[config.mk]
export PLATFORM = sky130hd
export DESIGN_NAME = axis_slave_fifo
export DESIGN_NICKNAME = d
export VERILOG_FILES = /design/src/rtl/axis_slave_fifo.sv
export SDC_FILE = /design/constraint.sdc
export NUM_CORES = 1
export LEC_CHECK = 0
export BUFFER_PORTS_ARGS = -buffer_cell sky130_fd_sc_hd__buf_2
export CELL_PAD_IN_SITES_DETAIL_PLACEMENT = 1
export CELL_PAD_IN_SITES_GLOBAL_PLACEMENT = 2
export CORE_UTILIZATION = 30
export CTS_CLUSTER_DIAMETER = 200
export DETAILED_ROUTE_END_ITERATION = 10
export MAX_ROUTING_LAYER = met4
export PLACE_DENSITY_LB_ADDON = 0.08
export SYNTH_ARGS = -nofsm -noshare
export SYNTH_HDL_FRONTEND = slang
export SYNTH_SLANG_ARGS = --single-unit
[constraint.sdc]
create_clock -name S_AXIS_ACLK -period 5.2 [get_ports S_AXIS_ACLK]
set_input_delay 0.26 -clock S_AXIS_ACLK [delete_from_list [all_inputs] [get_ports S_AXIS_ACLK]]
set_output_delay 0.26 -clock S_AXIS_ACLK [all_outputs]
set_load 0.01 [all_outputs]
[src/rtl/axis_slave_fifo.sv]
// AXI4-Stream sink with a first-word-fall-through FIFO, TLAST pass-through, fill level and packet-length check.
// Build option: define AXIS_SLAVE_STRB_MASK_EN to zero byte lanes whose TSTRB bit is low before storage.
module axis_slave_fifo #(
  parameter int C_S_AXIS_TDATA_WIDTH = 32,
  parameter int C_FIFO_DEPTH         = 16,
  parameter int C_PKT_LEN            = 0
) (
  input  logic                                S_AXIS_ACLK,
  input  logic                                S_AXIS_ARESETN,
  output logic                                S_AXIS_TREADY,
  input  logic [C_S_AXIS_TDATA_WIDTH-1:0]     S_AXIS_TDATA,
  input  logic [C_S_AXIS_TDATA_WIDTH/8-1:0]   S_AXIS_TSTRB,
  input  logic                                S_AXIS_TLAST,
  input  logic                                S_AXIS_TVALID,
  input  logic                                pi_data_read,
  output logic                                po_mlp_data_valid,
  output logic [C_S_AXIS_TDATA_WIDTH-1:0]     po_mlp_data,
  output logic                                po_mlp_data_last,
  output logic [$clog2(C_FIFO_DEPTH):0]       po_fill_level,
  output logic                                po_pkt_err
);

  localparam int AW = $clog2(C_FIFO_DEPTH);
  localparam int CW = AW + 1;
  localparam int DW = C_S_AXIS_TDATA_WIDTH + 1;
  localparam int NB = C_S_AXIS_TDATA_WIDTH / 8;

  logic [DW-1:0] mem [C_FIFO_DEPTH];
  logic [DW-1:0] head_reg;
  logic [DW-1:0] wr_word;
  logic [C_S_AXIS_TDATA_WIDTH-1:0] wdata_masked;

  logic [AW-1:0] wr_ptr_reg, wr_ptr_next;
  logic [AW-1:0] rd_ptr_reg, rd_ptr_next;
  logic [CW-1:0] count_reg, count_next;
  logic          ready_en_reg;
  logic          full, push, pop;

`ifdef AXIS_SLAVE_STRB_MASK_EN
  for (genvar gi = 0; gi < NB; gi++) begin : g_strb_mask
    assign wdata_masked[gi*8 +: 8] = S_AXIS_TSTRB[gi] ? S_AXIS_TDATA[gi*8 +: 8] : 8'h00;
  end
`else
  logic unused_tstrb;
  assign unused_tstrb = ^S_AXIS_TSTRB;
  assign wdata_masked = S_AXIS_TDATA;
`endif

  assign wr_word = {S_AXIS_TLAST, wdata_masked};

  // ready_en_reg keeps TREADY low while reset is held without a path from any input
  assign full          = (count_reg == CW'(C_FIFO_DEPTH));
  assign S_AXIS_TREADY = ready_en_reg & ~full;
  assign push          = S_AXIS_TVALID & S_AXIS_TREADY;
  assign pop           = pi_data_read & po_mlp_data_valid;

  always_comb begin
    wr_ptr_next = wr_ptr_reg;
    rd_ptr_next = rd_ptr_reg;
    count_next  = count_reg;
    if (push) wr_ptr_next = wr_ptr_reg + AW'(1);
    if (pop)  rd_ptr_next = rd_ptr_reg + AW'(1);
    case ({push, pop})
      2'b10:   count_next = count_reg + CW'(1);
      2'b01:   count_next = count_reg - CW'(1);
      default: count_next = count_reg;
    endcase
  end

  always_ff @(posedge S_AXIS_ACLK) begin
    if (!S_AXIS_ARESETN) begin
      wr_ptr_reg   <= '0;
      rd_ptr_reg   <= '0;
      count_reg    <= '0;
      ready_en_reg <= 1'b0;
    end else begin
      wr_ptr_reg   <= wr_ptr_next;
      rd_ptr_reg   <= rd_ptr_next;
      count_reg    <= count_next;
      ready_en_reg <= 1'b1;
    end
  end

  // Registered read looks ahead at the next head address; a write landing on that
  // address (empty FIFO, or last entry popped) is forwarded so latency stays one edge.
  always_ff @(posedge S_AXIS_ACLK) begin
    if (push) mem[wr_ptr_reg] <= wr_word;
    head_reg <= (push && (wr_ptr_reg == rd_ptr_next)) ? wr_word : mem[rd_ptr_next];
  end

  assign po_mlp_data_valid = (count_reg != '0);
  assign po_mlp_data       = head_reg[C_S_AXIS_TDATA_WIDTH-1:0];
  assign po_mlp_data_last  = head_reg[DW-1];
  assign po_fill_level     = count_reg;

  if (C_PKT_LEN != 0) begin : g_len_chk
    localparam int BW = $clog2(C_PKT_LEN + 1);
    localparam logic [BW-1:0] LAST_IDX = BW'(C_PKT_LEN - 1);

    logic [BW-1:0] beat_cnt_reg, beat_cnt_next;
    logic          pkt_err_reg, pkt_err_next;

    always_comb begin
      beat_cnt_next = beat_cnt_reg;
      pkt_err_next  = 1'b0;
      if (push) begin
        // mismatch between TLAST and "this is the final expected beat"
        pkt_err_next = S_AXIS_TLAST ^ (beat_cnt_reg == LAST_IDX);
        if (S_AXIS_TLAST || pkt_err_next) beat_cnt_next = '0;
        else                              beat_cnt_next = beat_cnt_reg + BW'(1);
      end
    end

    always_ff @(posedge S_AXIS_ACLK) begin
      if (!S_AXIS_ARESETN) begin
        beat_cnt_reg <= '0;
        pkt_err_reg  <= 1'b0;
      end else begin
        beat_cnt_reg <= beat_cnt_next;
        pkt_err_reg  <= pkt_err_next;
      end
    end

    assign po_pkt_err = pkt_err_reg;
  end else begin : g_no_len_chk
    assign po_pkt_err = 1'b0;
  end

endmodule

# [Word level (Yosys, flattened, before mapping)]
# Memory sizes are Yosys's and may differ from the RTL's. A register that Yosys moved wholly into a read port is not among the register bits.
# Index checks and enable logic that the tools add are counted.
# W data, S select, Z words.
[word_totals] regBits=14 latchBits=0 mem_bits_rw=528 rom_bits=0 input_bits=41 output_inout_bits=41 elab_cells=23 memories=1
[mem_list] memory="mem" words=16 width=33 read_ports=1 rd_clocked_by_memory_dff=1 write_ports=1 line="28" source="logic [DW-1:0] mem [C_FIFO_DEPTH];"
[op_classes] addsub=4 mul=0 n_div=0 n_lt_le_gt_ge=0 eq_ne=3 shift=0 n_mux=5 bitwise_logic=4 n_reduce_logical=2
[ops] operator="$pmux W5 S2" count=1
[ops] operator="$add A4 B1 Y4 const B" count=2
[ops] operator="$add A5 B1 Y5 const B" count=1
[ops] operator="$eq A5 B5 Y1 const B" count=1
[ops] operator="$reduce_bool A5 Y1" count=1
[ops] operator="$sub A5 B1 Y5 const B" count=1
[ops] operator="$mux W4" count=1
[ops] operator="$and A1 B1 Y1" count=3
[ops] operator="$mux W1" count=3
[ops] operator="$eq A2 B1 Y1 const B" count=1
[ops] operator="$eq A2 B2 Y1 const B" count=1
[ops] operator="$reduce_bool A2 Y1" count=1
[ops] operator="$not A1 Y1" count=1

# [Depth between registers and ports, before layout]
# Gate-level depths: netlist of the first run.
[depth] depth_word=6 ltp_mapped=13 depth_no_buf=10

# [Worst setup path after synthesis of the first run]
# OpenSTA, ideal clock, no wires.
[synth_timing] path_type="reg-to-reg" from="register count_reg[2] (netlist: po_fill_level[2])" to="memory mem[0][0] in the netlist's numbering, enable pin" setup_ns=0.464 t_arrival_ns=3.576 t_required_ns=4.736 setup_slack_ns=1.160 stages_incl_launch_ff=7 path_buffers=2 synth_period_minus_slack_ns=4.040 cell_sequence="dfxtp_1 clkbuf_1 or4_1 buf_2 o21a_1 nand3_1 nor3_1"
[synth_between] elab_chain_cells=6
[synth_rtl] item="start: declaration" line="35" source="logic [CW-1:0] count_reg, count_next;"
[synth_rtl] item="start signal: assignment" line="79" source="count_reg <= count_next;"
[synth_rtl] item="$eq A5 B5 Y1" line="52" source="assign full = (count_reg == CW'(C_FIFO_DEPTH));"
[synth_rtl] item="$not A1 Y1" line="53" source="assign S_AXIS_TREADY = ready_en_reg & ~full;"
[synth_rtl] item="$and A1 B1 Y1" line="53"
[synth_rtl] item="via S_AXIS_TREADY" line="10" source="output logic S_AXIS_TREADY,"
[synth_rtl] item="$and A1 B1 Y1" line="54" source="assign push = S_AXIS_TVALID & S_AXIS_TREADY;"
[synth_rtl] item="$mux W1" line="87" source="if (push) mem[wr_ptr_reg] <= wr_word;"
[synth_rtl] item="$mux W1 (implied by the code)" line="87"
[synth_rtl] item="end: declaration" line="28"
# The timed path passes the listed nets, and every way through them passes these cells.

==> results.md, run 1 <==
* WL met2 at 25,180 um
* Routability cong. at 0.6549
* CP arrival at 3340 ps
* Die Span X at 265.3 um
* FP Rows at 96
* Final ANT Viol Nets at 0
* Lkg Pwr at 0.007604 uW
* Cells after Synth at 850
* Area leader, netlist: edfxtp_1
* Vias at 9,341
* DR DRC count at 0
* # setup viols final at 0
* Die Span Y at 265.3 um
* Max reg flops at 528
* Top sig layer: met4
* Fmax at 278.0 MHz
* Vias in the first global route at 10,480
* Most common cell after layout, fill and taps aside: edfxtp_1
* #FFs+latches synth at 546
* Comb pwr share at 17.5%
* Core box area at 68,590 um2
* Setup TNS at 0 ps
* Pre-CTS setup slack at 1733 ps
* MaxCap Viol Count at 0
* Most flop-heavy register: mem
* Clock share of power at 37.4%
* Peak supply drop at 0.3090 mV
* Port Buffers at 76
* M1 WL at 23,420 um
* DIE AREA at 70,380 um2
* Most frequent cells in the layout: 528 x edfxtp_1, 165 x mux4_2, 76 x buf_2, 61 x clkbuf_16, 34 x dlygate4sd3_1
* Crit path launch type: register
* Power share of the sequential group at 45.1%
* Synth-to-layout area growth at 18.99%
* # IOs at 82
* Largest net degree at the start of global routing at 133
* P_sw at 2814 uW
* Setup Crit Path Kind: reg -> out
* Mapped Area at 20,800 um2
* Clock tree buffer depth at 3
* DRT Pass-1 Iters at 4
* Initial antenna violation count at 4
* Yosys warns at 0
* Synth top area share at 76.24%
* Final worst slack at 1603 ps
* Met3 Wirelength at 1847 um
* Ranking of synthesized cells by area: edfxtp_1 76%, mux4_2 18%, dfxtp_1 1.7%
* Worst Tran Pin Value at 1232 ps
* Share of cells above drive strength 1 at 35.44%
* Min-Delay Path Class: in -> reg
* Final slew viol count at 0
* Crit share post-route at 69.17%
* Hold Violations, Final at 0
* Post-synthesis sequential area ratio at 77.97%
* Clk slew on worst S/H paths at 60 ps
* Initial core utilization at 30.32%
* Switch share at 25.28%
* Internal cell power at 8316 uW
* Clk root buf: clkbuf_16
* CP endpoint kind: output pin
* Fillers at 6,535
* Syn Nets at 899
* Wire per inst at 25.83 um
* Status: finished clean
* CP max FO at 33
* First-pass GRT wire length at 74,770 um
* Clock Latency Late Sink at 630 ps
* Total wire length at 51,450 um
* PwrDens at 449.8 nW/um2
* DPL Wire Length at 27,570 um
* Via density at 4.689
* Relative slew margins at 17.43%
* Max H-tree Level at 2
* Req. time, crit path at 4940 ps
* Nets at 1,058
* CTS buffer count at 61
* RSZ-0062 raised after global routing: false
* Remaining global-route overflow at 0
* Tot GR Track Use at 15.36%
* Hold slack at 40.57 ps
* Period minus WS final at 3597 ps
* Synth cell types at 38
* DR iter-0 viols at 544
* Clock sink total at 546
* CTS tree: built
* Fin Clk Skew at 23.10 ps
* Average cell area after synthesis at 24.47 um2
==> cells in the mapped netlist, drive strengths merged <==
library cell  number
nand2              6
ha                 8
o21a               1
xnor2              4
dfxtp             18
or4                1
conb               1
clkbuf            17
nor3               5
nand3b             1
a31oi              1
mux2i              3
buf               28
o31ai              1
or3                2
nand2b             4
o211ai             3
a41oi              1
mux4             165
and3               1
xor2               5
a21o               1
o21ai              3
edfxtp           528
nor2              16
o2111ai            1
a21oi              4
mux2               1
and2               4
a32oi              1
inv                7
nand4b             1
nand3              7
==> worst max-delay path: stages (launching register included) <==
cell     delay (ps)
dfxtp_4         870
buf_4           490
mux4_2          560
mux4_2          580
buf_2           180
==> logic make-up (layout without fill, tap and decap cells) <==
group	Yosys count	after routing	synth area share, %
adders and majority gates	8	8	0.4813
buffers and inverters	52	260	1.342
DFF	546	546	77.97
other	1	4	0.01803
muxes	169	169	18.07
xor gates and xnor gates	9	9	0.3790
AOI/OAI and AO/OA	17	17	0.6137
and+or+nand+nor	48	48	1.131
==> power groups by stage <==
stage	sequential (uW)	combinational, uW	clock (uW)
floorplan	5020	1470	0
global placement	5120	2000	0
detailed placement	5110	2000	0
CTS	5020	2030	4320
global route	5040	2120	4460
finish	5010	1950	4170
==> final cells by class <==
cell class                 instances  area, um2  share of cell area [%]
sequential                       546      16230                   65.57
multi-input combinational        252       4413                   17.83
timing repair buffer             141      994.7                   4.019
clock inverter                    33      319.1                   1.289
antenna                            3      7.507                 0.03034
inverter                           7      26.28                  0.1062
clock buffer                      79       1594                   6.441
tap                              931       1165                   4.707
==> what timing repair did <==
item                      4_1_cts  5_1_grt
resized for setup               0        0
hold endpoints to repair      412        0
setup buffers                   0        0
hold buffers                   34        0
==> through the flow <==
stage                     instances  utilization [%]  total power, uW  area, um2
final                          1992            36.08            11130      24750
after global routing           1992            36.08            11610      24750
after CTS                      1988            36.06            11370      24730
after detailed placement       1842            32.77             7115      22480
after global placement         1842            32.77             7116      22480
after floorplan                 850                -             6493      20800
==> final timing paths <==
check	start	to	slack [ps]	cells past startpoint
max	register	po_mlp_data[1]	1600	4
min	S_AXIS_TDATA[15]	mem[12][15]$_DFFE_PP_	40	1
max reg2reg	po_fill_level[2]$_SDFFE_PN0P_	mem[1][3]$_DFFE_PP_	1920	5
min reg2reg	rd_ptr_reg[3]$_SDFF_PN0_	register	450	1
==> per-layer routing <==
metal / vias to the layer above / track usage, %
li1: 3977 / -
met3: 74 / 2.398
met4: 0 / 3.937
met5: - / -
met2: 165 / 24.71
met1: 5125 / 20.39
Power figures use the tool's default switching activity.
==> inputs of run 2 (changes only) <==
- clock period: 5.2 -> 3.74 ns (I/O delays scaled with it)
==> results.md, run 2 (synthesized netlist as in run 1, its figures left out) <==
* PwrDens at 618.0 nW/um2 (+37%)
* Most flop-heavy register: mem
* Largest net degree at the start of global routing at 37 (-72%)
* Crit share post-route at 82.30%
* Final ANT Viol Nets at 0 (unchanged)
* Wire per inst at 25.20 um (-2.4%)
* Crit path capture: po_mlp_data[24]
* Initial antenna violation count at 1 (-3)
* R2R cell count at 9 (+4)
* Top sig layer: met4
* Clk slew on worst S/H paths at 60 ps (about the same)
* Min-Delay Path Class: in -> reg
* M1 WL at 23,000 um (-1.8%)
* FP Rows at 96 (unchanged)
* Req. time, crit path at 3550 ps (-1390 ps)
* Routability cong. at 0.6769 (+3.4%)
* CTS tree: built
* WL met2 at 24,820 um (-1.5%)
* First-pass GRT wire length at 74,640 um (-0.17%)
* CP endpoint kind: output pin
* Multi-input logic area at 4438 um2 (+0.57%)
* Nets at 1,064 (+0.57%)
* Crit path launch type: register
* MaxCap Viol Count at 0 (unchanged)
* RR Endpoint: po_fill_level[2]$_SDFFE_PN0P_
* Final slew viol count at 0 (unchanged)
* Setup Crit Path Kind: reg -> out
* Die Span X at 265.3 um (unchanged)
* Vias at 9,311 (-0.32%)
* Setup TNS at 0 ps (unchanged)
* Port Buffers at 76 (unchanged)
* Core box area at 68,590 um2 (unchanged)
* DIE AREA at 70,380 um2 (unchanged)
* Period minus WS final at 3078 ps
* Via density at 4.662 (-0.57%)
* Placed Instance Area at 22,710 um2 (+1.1%)
* CP max FO at 32 (-3.0%)
* Synth-to-layout area growth at 20.00%
* # setup viols final at 0 (unchanged)
* CP arrival at 2890 ps (-450 ps)
* Clock tree buffer depth at 3 (unchanged)
* Most common cell after layout, fill and taps aside: edfxtp_1
* RSZ-0062 raised after global routing: false
* Total design power at 15,420 uW (+39%)
* DRT Pass-1 Iters at 4 (unchanged)
* Tot GR Track Use at 15.24% (-0.12 points)
* Clock Latency Late Sink at 630 ps (about the same)
* Relative slew margins at 37.35% (+20 points)
* DR iter-0 viols at 476 (-13%)
* Initial core utilization at 30.32% (unchanged)
* DPL Wire Length at 27,250 um (-1.1%)
* Final core occ at 36.39% (+0.30 points)
* Register area at 16,230 um2 (unchanged)
* Most frequent cells in the layout: 528 x edfxtp_1, 165 x mux4_2, 76 x buf_2, 61 x clkbuf_16, 36 x dlygate4sd3_1
* Vias in the first global route at 10,560 (+0.68%)
* # IOs at 82 (unchanged)
* Design Area, Final at 24,960 um2 (+0.84%)
* Hold slack at 366.1 ps (+325.5 ps)
* CTS resizes at 0 (unchanged)
* Status: finished clean
* Clk root buf: clkbuf_16
* Worst Tran Pin Value at 939.7 ps (-292.2 ps)
* Hold Violations, Final at 0 (unchanged)
* Lkg Pwr at 0.007650 uW (+0.62%)
* Fillers at 6,557 (+0.34%)
* Fmax at 324.9 MHz
* Peak supply drop at 0.3040 mV (-1.6%)
* Max H-tree Level at 2 (unchanged)
* Max reg flops at 528 (unchanged)
* Remaining global-route overflow at 0 (unchanged)
* Total wire length at 50,320 um (-2.2%)
* Reg2Reg Setup Slack at 720 ps (-1200 ps)
* Met3 Wirelength at 1605 um (-13%)
* CTS buffer count at 61 (unchanged)
* DR DRC count at 0 (unchanged)
* Fin Clk Skew at 21.53 ps (-1.572 ps)
* Share of cells above drive strength 1 at 35.87% (+0.42 points)
* Die Span Y at 265.3 um (unchanged)
* Clock sink total at 546 (unchanged)
* R2R Path Start: po_fill_level[1]$_SDFFE_PN0P_
## run 2: critical path, cell delays in order, from the launching register on
cell and delay, ps:
dfxtp_4 650, buf_12 340, mux4_2 560, mux4_2 520, buf_2 180
## run 2: how the worst min path moves through the flow
stage / slack, ps / from / depth (start not counted) / to
final: 370 / S_AXIS_ARESETN / 2 / ready_en_reg$_DFF_P_
after global routing: 370 / S_AXIS_ARESETN / 2 / ready_en_reg$_DFF_P_
after CTS: 330 / S_AXIS_ARESETN / 2 / ready_en_reg$_DFF_P_
after detailed placement: 440 / rd_ptr_reg[3]$_SDFF_PN0_ / 1 / register
after global placement: 430 / rd_ptr_reg[3]$_SDFF_PN0_ / 1 / register
after floorplan: 210 / S_AXIS_ARESETN / 0 / ready_en_reg$_DFF_P_
## run 2: area by class of cell
cell class                 count  share of cell area [%]
tap                          931                   4.668
inverter                       7                  0.1053
timing repair buffer         147                   4.873
clock inverter                38                   1.128
multi-input combinational    252                   17.78
antenna                        1                 0.01003
clock buffer                  75                   6.407
sequential                   546                   65.03
## run 2: layer usage
layer	GRT usage, %	vias to the layer above
met5	-	-
met4	3.515	0
met3	2.601	68
met2	24.61	138
met1	20.15	5113
li1	-	3992
## run 2: metrics by stage
stage	cells	worst slack, ps
after global placement	1847	670.6
final	1997	661.9
after detailed placement	1847	716.9
after CTS	1996	530.4
after floorplan	850	577.8
after global routing	1997	456.5
## run 2: power by group
group          leakage [uW]  switching, uW  internal [uW]
sequential          0.00491            188           6810
clock              0.000926           2420           3290
combinational       0.00182           1260           1460
total               0.00765           3870          11600
## run 2: what timing repair did
action,in CTS,in global routing
endpoints found under the hold margin,540,0
setup buffers,0,0
hold buffers,36,0
==> inputs of run 3 (changes only) <==
- clock period: 3.74 -> 2.68 ns (I/O delays scaled with it)
==> results.md, run 3 (synthesized netlist as in run 1, its figures left out) <==
* Peak supply drop at 0.4429 mV (+46%)
* # setup viols final at 30 (+30)
* Final slew viol count at 0 (unchanged)
* DRT Pass-1 Iters at 9 (+5)
* Port Buffers at 76 (unchanged)
* DR DRC count at 1 (+1)
* Clock Latency Late Sink at 620 ps (about the same)
* P_sw at 5667 uW (+47%)
* DPL Wire Length at 27,640 um (+1.4%)
* Synth-to-layout area growth at 24.44%
* Hold path startpoint: S_AXIS_ARESETN
* Lkg Pwr at 0.008050 uW (+5.2%)
* Power share of the sequential group at 41.5% (-3.9 points)
* Crit share post-route at 103.4%
* Pre-CTS setup slack at 86.39 ps (-630.5 ps)
* MaxCap Viol Count at 0 (unchanged)
* Vias in the first global route at 10,700 (+1.3%)
* Via density at 4.693 (+0.65%)
* Initial core utilization at 30.32% (unchanged)
* Share of cells above drive strength 1 at 38.55% (+2.7 points)
* Placed Instance Area at 22,950 um2 (+1.0%)
* Remaining global-route overflow at 0 (unchanged)
* Crit path launch type: register
* Clock tree buffer depth at 3 (unchanged)
* Internal cell power at 17,380 uW (+50%)
* Most common cell after layout, fill and taps aside: edfxtp_1
* Final non-filler cell total at 2,024 (+1.4%)
* Largest net degree at the start of global routing at 49 (+32%)
* Nets at 1,097 (+3.1%)
* Hold Violations, Final at 0 (unchanged)
* Initial antenna violation count at 1 (unchanged)
* RSZ-0062 raised after global routing: true
* Most flop-heavy register: mem
* CP max FO at 12 (-63%)
* DIE AREA at 70,380 um2 (unchanged)
* Crit path top cell by count: mux4_2
* Clk root buf: clkbuf_16
* RR Endpoint: po_fill_level[2]$_SDFFE_PN0P_
* Most frequent cells in the layout: 528 x edfxtp_1, 165 x mux4_2, 63 x clkbuf_16, 45 x buf_2, 36 x dlygate4sd3_1
* Design Area, Final at 25,880 um2 (+3.7%)
* Comb pwr share at 21.6% (+3.9 points)
* Setup TNS at -1256 ps (-1256 ps)
* Tot GR Track Use at 15.70% (+0.46 points)
* FP Rows at 96 (unchanged)
* Final ANT Viol Nets at 0 (unchanged)
* Status: finished, violations left
* Max reg flops at 528 (unchanged)
* Worst Tran Pin Value at 963.3 ps (+23.61 ps)
* Relative slew margins at 35.63% (-1.7 points)
* CP endpoint kind: output pin
* Clk slew on worst S/H paths at 60 ps (about the same)
* Max stage delay on crit path at 540 ps (-110 ps)
* Routability cong. at 0.6737 (-0.47%)
* Core box area at 68,590 um2 (unchanged)
* Die Span X at 265.3 um (unchanged)
* Ordered cell list for the critical path: buf_12 > clkbuf_16 > mux4_2 > mux4_2 > buf_6
* Clock sink total at 546 (unchanged)
* Req. time, crit path at 2550 ps (-1000 ps)
* CTS buffer count at 60 (-1.6%)
* Slowest CP cell: mux4_2
* Total wire length at 52,830 um (+5.0%)
* Min-Delay Path Class: in -> reg
* CTS tree: built
* Die Span Y at 265.3 um (unchanged)
* Final worst slack at -91.19 ps (-753.1 ps)
* PwrDens at 890.5 nW/um2 (+44%)
* Reg2Reg Setup Slack at 200 ps (-520 ps)
* Fmax at 360.9 MHz
* Clock share of power at 36.8% (-0.2 points)
* Max H-tree Level at 2 (unchanged)
* Vias at 9,498 (+2.0%)
* Hold path depth at 2 (unchanged)
* # IOs at 82 (unchanged)
* R2R cell count at 10 (+1)
* Placed Instances at 1,867 (+1.1%)
* Worst Hold End: ready_en_reg$_DFF_P_
* CP arrival at 2640 ps (-250 ps)
* Failing checks: DRC, setup timing
* Switch share at 24.59% (-0.49 points)
* First-pass GRT wire length at 76,660 um (+2.7%)
* Period minus WS final at 2771 ps
* Fin Clk Skew at 25.40 ps (+3.867 ps)
* R2R Path Start: po_fill_level[0]$_SDFFE_PN0P_
* Setup Crit Path Kind: reg -> out
* DR iter-0 viols at 543 (+14%)
* Wire per inst at 26.10 um (+3.6%)
run 3: worst max path at each step:
stage,start,endpoint,cells after the start
floorplan,po_fill_level[2]$_SDFFE_PN0P_,mem[12][0]$_DFFE_PP_,6
global placement,po_fill_level[0]$_SDFFE_PN0P_,po_fill_level[2]$_SDFFE_PN0P_,10
detailed placement,po_fill_level[0]$_SDFFE_PN0P_,po_fill_level[2]$_SDFFE_PN0P_,10
CTS,register,po_mlp_data[7],5
global route,register,po_mlp_data[5],5
finish,register,po_mlp_data[28],5
run 3: per-layer routing:
layer | GRT usage [%] | part of all wire, % | vias to the layer above | wire length [um]
li1 | - | - | 4058 | -
met1 | 20.50 | 45 | 5249 | 23780
met2 | 25.92 | 50 | 120 | 26620
met3 | 2.157 | 2.7 | 71 | 1407
met4 | 3.921 | 1.9 | 0 | 1014
met5 | - | 0 | - | 0
run 3: area by class of cell:
class	count	area [um2]
clock buffers	66	1524
inverters	7	26.28
well taps	931	1165
clock inverters	40	494.2
multi-input cells	252	4464
flip-flops and latches	546	16230
fillers	6453	42700
repair buffers	181	1976
diodes	1	2.502
run 3: power by group through the flow:
stage | sequential, uW | clock, uW | combinational [uW]
after floorplan | 9750 | 0 | 2930
after global placement | 9760 | 0 | 4240
after detailed placement | 9760 | 0 | 4230
after CTS | 9570 | 8760 | 4940
after global routing | 9580 | 9040 | 5380
final | 9570 | 8490 | 4990
run 3: through the flow:
stage	utilization (%)	total power (uW)	hold slack (ps)
6_report	37.74	23050	329.7
4_1_cts	37.52	23270	306.7
5_1_grt	37.74	24000	338.1
2_1_floorplan	-	12680	161.7
3_3_place_gp	33.46	14000	399.1
3_5_place_dp	33.46	13990	403.2
run 3: critical path, delay by kind of cell, from the launching register on:
kind | cells | cell delay [ps]
buf+inv | 3 | 580
mux | 2 | 1060
flops | 1 | 370
run 3: what timing repair did:
| action | in CTS | in global routing |
|---|---|---|
| buffers inserted | 3 | 2 |
| hold buffers | 36 | 0 |
| cloned | 6 | 3 |
| endpoints found under the hold margin | 539 | 0 |
| endpoints found under the setup margin | 33 | 31 |
| resized for setup | 35 | 10 |
